<file path="config.mk">
export PLATFORM = sky130hd
export DESIGN_NAME = spi_reg_bank
export DESIGN_NICKNAME = d
export VERILOG_FILES = /design/src/rtl/spi_reg_bank.sv
export SDC_FILE = /design/constraint.sdc
export NUM_CORES = 1
export LEC_CHECK = 0
export BUFFER_PORTS_ARGS = -buffer_cell sky130_fd_sc_hd__clkbuf_2
export CAP_MARGIN = 40
export CORE_MARGIN = 5
export CORE_UTILIZATION = 27
export CTS_BUF_LIST = sky130_fd_sc_hd__clkbuf_16
export CTS_CLUSTER_DIAMETER = 40
export DETAILED_ROUTE_END_ITERATION = 6
export RECOVER_POWER = 50
export SYNTH_ARGS = -nofsm -noshare
export SYNTH_HDL_FRONTEND = slang
export SYNTH_SLANG_ARGS = --single-unit
</file>
<file path="constraint.sdc">
create_clock -name clk -period 2.21 [get_ports clk]
set_input_delay 0.3315 -clock clk [delete_from_list [all_inputs] [get_ports clk]]
set_output_delay 0.3315 -clock clk [all_outputs]
set_load 0.01 [all_outputs]
</file>
<file path="src/rtl/spi_reg_bank.sv">
// SPI register receiver: mode-0 frames of {addr, data} land in shadow registers
// and reach o_regs on a commit strobe (or directly when IMMEDIATE is set).
module spi_reg_bank #(
  parameter int unsigned NUM_REGS    = 8,
  parameter int unsigned ADDR_W      = 3,
  parameter int unsigned DATA_W      = 16,
  parameter int unsigned SYNC_STAGES = 2,
  parameter int unsigned IMMEDIATE   = 0
) (
  input  logic                       clk,
  input  logic                       rst_n,
  input  logic                       i_sclk,
  input  logic                       i_mosi,
  input  logic                       i_ss_n,
  input  logic                       i_commit,
  output logic [NUM_REGS*DATA_W-1:0] o_regs,
  output logic                       o_pending,
  output logic                       o_wr_valid,
  output logic [ADDR_W-1:0]          o_wr_addr,
  output logic                       o_frame_err
);

  localparam int unsigned FRAME_W = ADDR_W + DATA_W;
  localparam int unsigned CNT_W   = $clog2(FRAME_W + 2);
  localparam logic [CNT_W-1:0]  CNT_FULL  = CNT_W'(FRAME_W);
  localparam logic [CNT_W-1:0]  CNT_SAT   = CNT_W'(FRAME_W + 1);
  localparam logic [ADDR_W:0]   REG_LIMIT = (ADDR_W + 1)'(NUM_REGS);

  logic [SYNC_STAGES-1:0] sclk_sync, mosi_sync, ss_sync;
  logic                   sclk_d, ss_d;
  logic                   sclk_s, mosi_s, ss_s;
  logic                   bit_stb, ss_fall, ss_rise;

  logic                   armed;
  logic                   eof_q;
  logic [CNT_W-1:0]       cnt_q;
  logic [FRAME_W-1:0]     shift_q;
  logic [ADDR_W-1:0]      frame_addr;
  logic [DATA_W-1:0]      frame_data;
  logic                   accept_c, reject_c, commit_c;

  logic [NUM_REGS*DATA_W-1:0] shadow_q;
  logic [NUM_REGS-1:0]        dirty_q;

  assign sclk_s  = sclk_sync[SYNC_STAGES-1];
  assign mosi_s  = mosi_sync[SYNC_STAGES-1];
  assign ss_s    = ss_sync[SYNC_STAGES-1];
  assign bit_stb = armed & ~ss_s & sclk_s & ~sclk_d;
  assign ss_fall = ~ss_s & ss_d;
  assign ss_rise = ss_s & ~ss_d;

  assign frame_addr = shift_q[FRAME_W-1 -: ADDR_W];
  assign frame_data = shift_q[DATA_W-1:0];
  assign commit_c   = i_commit && (IMMEDIATE == 0);

  // Input synchronisers plus one extra copy for edge detection
  always_ff @(posedge clk or negedge rst_n) begin
    if (!rst_n) begin
      sclk_sync <= '0;
      mosi_sync <= '0;
      ss_sync   <= '0;
      sclk_d    <= 1'b0;
      ss_d      <= 1'b0;
    end else begin
      sclk_sync <= {sclk_sync[SYNC_STAGES-2:0], i_sclk};
      mosi_sync <= {mosi_sync[SYNC_STAGES-2:0], i_mosi};
      ss_sync   <= {ss_sync[SYNC_STAGES-2:0], i_ss_n};
      sclk_d    <= sclk_s;
      ss_d      <= ss_s;
    end
  end

  // Bit counter, shifter and arming; eof_q marks the cycle after a select release
  always_ff @(posedge clk or negedge rst_n) begin
    if (!rst_n) begin
      armed   <= 1'b0;
      eof_q   <= 1'b0;
      cnt_q   <= '0;
      shift_q <= '0;
    end else begin
      armed <= armed | ss_s;
      eof_q <= armed & ss_rise;
      if (ss_fall) begin
        cnt_q <= '0;
      end else if (bit_stb && cnt_q != CNT_SAT) begin
        cnt_q <= cnt_q + CNT_W'(1);
      end
      if (bit_stb) begin
        shift_q <= {shift_q[FRAME_W-2:0], mosi_s};
      end
    end
  end

  // Frame verdict; an empty frame is dropped without comment
  always_comb begin
    accept_c = 1'b0;
    reject_c = 1'b0;
    if (eof_q && cnt_q != '0) begin
      if (cnt_q == CNT_FULL && {1'b0, frame_addr} < REG_LIMIT) begin
        accept_c = 1'b1;
      end else begin
        reject_c = 1'b1;
      end
    end
  end

  // Commit copies pre-edge shadow values; a same-edge write stays dirty
  always_ff @(posedge clk or negedge rst_n) begin
    if (!rst_n) begin
      shadow_q    <= '0;
      dirty_q     <= '0;
      o_regs      <= '0;
      o_pending   <= 1'b0;
      o_wr_valid  <= 1'b0;
      o_wr_addr   <= '0;
      o_frame_err <= 1'b0;
    end else begin
      o_wr_valid  <= accept_c;
      o_frame_err <= reject_c;
      o_pending   <= |dirty_q;
      if (accept_c) begin
        o_wr_addr <= frame_addr;
      end
      if (commit_c) begin
        dirty_q <= '0;
      end
      for (int unsigned k = 0; k < NUM_REGS; k++) begin
        if (commit_c && dirty_q[k]) begin
          o_regs[k*DATA_W +: DATA_W] <= shadow_q[k*DATA_W +: DATA_W];
        end
        if (accept_c && frame_addr == ADDR_W'(k)) begin
          if (IMMEDIATE != 0) begin
            o_regs[k*DATA_W +: DATA_W] <= frame_data;
          end else begin
            shadow_q[k*DATA_W +: DATA_W] <= frame_data;
            dirty_q[k]                   <= 1'b1;
          end
        end
      end
    end
  end

endmodule
</file>
==> flow_metrics.tcl, run 1 <==
set metrics [dict create \
    synthAdderAreaFrac_pct 0.218 \
    die_area_mm2 0.0467 \
    num_rows 75 \
    fmax_mhz 486 \
    relSlewSlack_pct 20.8 \
    post_drt_wl_per_cell_um 18.7 \
    fp.dieH_um 216 \
    grt_first_pass_wirelength_um 43200 \
    crit_family "simple AND/OR/NAND/NOR gates" \
    io_pins 140 \
    yosysSeqAreaShare_pct 66.4 \
    netlist_instances 734 \
    first_global_vias 7008 \
    path_max_fanout 17 \
    routed_wl_um 27600 \
    grt_usage_pct 11.9 \
    port-buffer-count 139 \
    syn_to_final_growth_pct 25.8 \
    cts_tree "done" \
    setup_violations 0 \
    worstPathRequired_ps 2620 \
    placed_cells 1399 \
    nets 919 \
    p_leak_nw 7.59 \
    status "finished clean" \
    worstSetupEndpointType "register" \
    finClkSkew_ps 10.1 \
    cts.path.max_buffers 3 \
    worst_pin_slew_ps 1190 \
    hold_class "in2reg" \
    hpwl_um 18000 \
    antenna_left 0 \
    start_util_pct 27.3 \
    cellPowerDensity_mw_per_mm2 917 \
    cap_viol_max_count 0 \
    period_minus_slack_ps 2060 \
    netlist_area_mm2 0.0115 \
    drtIter0Drc 325 \
    critical_path.slowest_cell "or4_4" \
    antenna_found_initial 1 \
    clk_pin_slew_ps 50 \
    antenna_cells 0 \
    cts_buffers 45 \
    rsz0062_at_grt "no" \
    drive_gt1_share_pct 53.3 \
    crit_type "reg2reg" \
    slew_violations 0 \
    setup_tns_ps 0 \
    crit_buf_inv 0 \
    synth_mux_area_share_pct 25.8 \
    fin_crit_sh_pct 93.1 \
    synth_xor_area_share_pct 0 \
    die_w_um 216 \
    synth_seq_cells 304 \
    avgSynthCellArea_um2 15.6 \
    clock_sinks 304 \
    vias 6441 \
    grt_overflow_total 0 \
    total_power_mw 13.2 \
    htree_levels 2 \
    path_cells "or4b_1 -> or4_4 -> mux2_4" \
    synth_simple_gate_area_share_pct 4.08 \
    synth_top_family_by_area "multiplexers" \
    viasPerCell 4.35 \
    crit_path_start_kind "register" \
    post_cts_buffers 0 \
    ys_warn_count 0 \
    syn_nets 742 \
    first_pass_iters 4 \
    clk_latency_ps 530 \
    slowest_delay_ps 610 \
    grt_start_max_net_pins 72 \
    gp_congestion 0.726 \
    root_buffer "clkbuf_16" \
    hold_viol 0 \
    crit_arrival_ps 2470 \
    final_cells 1481 \
    synth_compound_area_share_pct 1.06 \
    ir_worst_vdd_mv 0.428 \
    remaining_drc_errors 0 \
    synth_cell_type_count 34 \
    core-area_mm2 0.0419 \
]
==> worst reg2reg max path: cells and delay by family, from the launching register on <==
| kind | cells | cell delay, ps |
|---|---|---|
| simple gates | 2 | 1150 |
| flops | 1 | 420 |
| mux | 1 | 370 |
==> synthesized netlist by cell type <==
master | n | area, um^2
or4_1 | 2 | 15.0
nor4_1 | 2 | 12.5
a21o_1 | 6 | 45.0
ha_1 | 2 | 25.0
nand2_1 | 68 | 255
or4_4 | 1 | 11.3
nor2b_1 | 1 | 6.26
inv_1 | 7 | 26.3
nor3_2 | 2 | 20.0
nor2_2 | 2 | 12.5
or4b_1 | 1 | 10.0
mux2_2 | 250 | 2820
mux2_4 | 9 | 135
clkbuf_1 | 19 | 71.3
o21ai_0 | 7 | 35.0
buf_6 | 1 | 11.3
or2_2 | 1 | 6.26
a311oi_1 | 1 | 8.76
a21boi_0 | 1 | 7.51
nand4_1 | 2 | 12.5
nor4bb_1 | 1 | 10.0
and4b_2 | 1 | 11.3
buf_12 | 1 | 20.0
dfrtp_1 | 304 | 7610
nand3b_1 | 1 | 7.51
a21oi_1 | 5 | 25.0
buf_2 | 5 | 25.0
nand3_1 | 3 | 15.0
nor2_1 | 5 | 18.8
or3_1 | 2 | 12.5
nand4bb_1 | 2 | 22.5
buf_1 | 1 | 3.75
nand4b_1 | 1 | 8.76
buf_4 | 17 | 128
==> cell families after synthesis <==
kind of cell	Yosys count
and+or+nand+nor	98
AOI/OAI and AO/OA	20
DFF	304
adders and majority gates	2
buffers and inverters	51
muxes	259
==> per-layer routing <==
layer / wire length [um] / track usage (%)
met5: 10 / 0
met4: 561 / 3.56
met3: 1720 / 3.78
met2: 13200 / 19.0
met1: 12100 / 15.5
==> state kept, by name, summed over array words and instances (netlist names), 2 cells and up <==
signal / count
o_regs: 128
shadow_q: 128
shift_q: 19
dirty_q: 8
cnt_q: 5
o_wr_addr: 3
mosi_sync: 2
sclk_sync: 2
ss_sync: 2
==> report_power, final <==
part | switching, mW | internal (mW) | total (mW)
sequential | 0.198 | 5.62 | 5.82
clock | 2.70 | 4.50 | 7.20
combinational | 0.156 | 0.0511 | 0.207
==> stage by stage <==
| step | util (%) | instance area, um^2 | hold WS [ps] | setup slack, ps |
|---|---|---|---|---|
| global route | 34.4 | 14400 | 157 | 98.6 |
| detailed placement | 30.8 | 12900 | 315 | 163 |
| global placement | 30.8 | 12900 | 312 | 175 |
| floorplan | - | 11500 | 35.9 | 35.4 |
| CTS | 34.6 | 14500 | 129 | 149 |
| finish | 34.4 | 14400 | 156 | 152 |
==> what timing repair did <==
action,CTS,global route
hold endpoints to repair,61,0
hold buffers,4,0
gates resized for setup,0,0
setup endpoints to repair,0,0
==> final timing paths <==
kind | from | to | slack (ps) | cells after the start
hold reg to reg | ss_sync[0] | ss_sync[1] | 360 | 0
max in group asynchronous | rst_n | shadow_q[41] | 460 | 3
setup reg to reg | cnt_q[3] | shadow_q[8] | 150 | 3
setup / recovery | cnt_q[3] | shadow_q[8] | 150 | 3
hold / removal | i_commit | dirty_q[0] | 160 | 2
min in group asynchronous | rst_n | o_regs[81] | 320 | 2
==> area by class of cell <==
type                    instances  area, um^2
fillers                      4059       27500
flip-flops and latches        304        7610
multi-input cells             379        3600
clock buffers                  45        1130
repair buffers                174         985
well taps                     539         674
clock inverters                33         400
inverters                       7        26.3
==> placed cells by master (no fill, tap or decap), types with 2 or more instances in the layout <==
cell type	Yosys	layout
inv_1	7	8
mux2_2	250	250
nor4_1	2	2
clkinv_4	0	6
buf_4	17	12
dlygate4sd3_1	0	4
dfrtp_1	304	304
or3_1	2	2
nor2_1	5	3
a21o_1	6	6
bufinv_16	0	6
a21oi_1	5	5
clkbuf_16	0	45
inv_6	0	7
nand4_1	2	2
buf_12	1	4
clkbuf_2	0	139
clkinv_1	0	3
clkbuf_1	19	11
clkbuf_4	0	3
or4_1	2	2
ha_1	2	2
o21ai_0	7	7
nand3_1	3	3
nor3_4	0	2
clkinvlp_4	0	4
nor2_2	2	4
nand4bb_1	2	2
nand2_1	68	68
inv_8	0	5
mux2_4	9	9
Power figures use the tool's default switching activity.
==> run 2: changes to the inputs <==
Clock period 2.21 ns to 2.6 ns, I/O delays scaled along.
==> flow_metrics.tcl, run 2 (synthesis gave the netlist of run 1 again) <==
set metrics [dict create \
    status "finished clean" \
    slew_violations 0 \
    final_cell_mix "304 x dfrtp_1, 250 x mux2_2, 140 x clkbuf_2" \
    setup_tns_ps 0 \
    hold_class "in2reg" \
    worstHoldStart "i_commit" \
    clk_latency_ps 560 \
    antenna_found_initial 1 \
    drive_gt1_share_pct 53.2 \
    critical_path.slowest_cell "or4b_1" \
    worst_pin_slew_ps 1300 \
    port-buffer-count 139 \
    hpwl_um 18000 \
    drtIter0Drc 289 \
    fin_crit_sh_pct 87.8 \
    io_pins 140 \
    start_util_pct 27.3 \
    pwr-share-clk_pct 55.8 \
    die_w_um 216 \
    hold_viol 0 \
    cts_tree "done" \
    worstSetupEndpointType "register" \
    rr_startpoint "cnt_q[2]" \
    pwr-share-seq_pct 42.7 \
    core-area_mm2 0.0419 \
    crit_type "reg2reg" \
    viasPerCell 4.35 \
    path_max_fanout 17 \
    holdWs_ps 195 \
    path_cells "or4b_1 -> or4_4 -> mux2_4" \
    slowest_delay_ps 700 \
    dp_slack_ps 340 \
    first_pass_iters 4 \
    crit_buf_inv 0 \
    largestRegisters "o_regs: 128 flops, shadow_q: 128 flops, shift_q: 19 flops" \
    remaining_drc_errors 0 \
    crit_arrival_ps 2720 \
    worstPathRequired_ps 3040 \
    fp.dieH_um 216 \
    first_global_vias 7035 \
    routed_wl_um 27900 \
    fmax_mhz 438 \
    syn_to_final_growth_pct 26.4 \
    pwr-share-comb_pct 1.5 \
    antenna_left 0 \
    crit_family "simple AND/OR/NAND/NOR gates" \
    p_int_mw 8.94 \
    grt_first_pass_wirelength_um 43400 \
    vias 6474 \
    cts.path.max_buffers 3 \
    post_drt_wl_per_cell_um 18.7 \
    root_buffer "clkbuf_16" \
    clock_sinks 304 \
    grt_overflow_total 0 \
    htree_levels 2 \
    nets 915 \
    hold_depth 2 \
    setup_violations 0 \
    period_minus_slack_ps 2280 \
    rsz0062_at_grt "no" \
    switching_power_mw 2.65 \
    reg2reg_to "shadow_q[8]" \
    finClkSkew_ps 21.1 \
    cellPowerDensity_mw_per_mm2 800 \
    clk_pin_slew_ps 60 \
    worst_slack_ps 316 \
    antenna_cells 0 \
    reg2reg_slack_ps 320 \
    gp_congestion 0.732 \
    crit_path_start_kind "register" \
    cts_buffers 50 \
    num_rows 75 \
    ir_worst_vdd_mv 0.444 \
    min_to "dirty_q[4]" \
    die_area_mm2 0.0467 \
    final_common_cell "dfrtp_1" \
    grt_start_max_net_pins 76 \
    relSlewSlack_pct 13.4 \
    grt_usage_pct 12.1 \
    cap_viol_max_count 0 \
    post_cts_buffers 0 \
    power.share.switching_pct 22.9 \
    r2r_cells 3 \
    p_leak_nw 7.64 \
]
## run 2: worst max path at each step
stage                   end  slack (ps)  startpoint  cells past startpoint
6_report        shadow_q[8]         320    cnt_q[2]                      3
5_1_grt        shadow_q[38]         180       rst_n                      3
3_3_place_gp    shadow_q[8]         380    cnt_q[2]                      3
3_5_place_dp   shadow_q[14]         340    cnt_q[2]                      3
2_1_floorplan  shadow_q[10]         430    cnt_q[2]                      6
4_1_cts         shadow_q[8]         320    cnt_q[2]                      3
## run 2: worst reg2reg max path: cells and delay by family (launching register included)
kind / cells / cell delay, ps
and+or+nand+nor: 2 / 1350
DFF: 1 / 450
muxes: 1 / 360
## run 2: layer usage
layer / GRT usage [%] / wire length, um / vias to the layer above / share of wire, %
li1: - / - / 2914 / -
met2: 19.4 / 13500 / 127 / 48
met3: 3.70 / 1530 / 48 / 5.5
met5: 0 / 7 / - / 0.025
met1: 15.7 / 12300 / 3383 / 44
met4: 3.75 / 544 / 2 / 2.0
## run 2: cell type report
cell class                      instances  area (um^2)
Clock buffer                           53         1330
Sequential cell                       304         7610
Fill cell                            4063        27500
Timing Repair Buffer                  165          892
Clock inverter                         41          353
Inverter                                7         26.3
Tap cell                              539          674
Multi-Input combinational cell        379         3600
## run 2: power groups by stage
stage / clock network (mW) / registers [mW] / logic [mW]
6_report: 6.46 / 4.95 / 0.175
5_1_grt: 6.90 / 4.96 / 0.210
4_1_cts: 6.68 / 4.96 / 0.195
3_5_place_dp: 0 / 5.04 / 0.189
3_3_place_gp: 0 / 5.04 / 0.184
2_1_floorplan: 0 / 4.87 / 0.146
## run 2: timing repair
action / CTS / global route
resized for setup: 0 / 0
endpoints found under the hold margin: 69 / 0
hold buffers: 4 / 0
## run 2: stage by stage
stage	total power, mW	instance area, um^2	std cells	utilization [%]
finish	11.6	14500	1488	34.5
global route	12.1	14500	1488	34.5
CTS	11.8	14500	1488	34.7
detailed placement	5.23	12800	1390	30.6
global placement	5.22	12800	1390	30.6
floorplan	5.02	11500	734	-
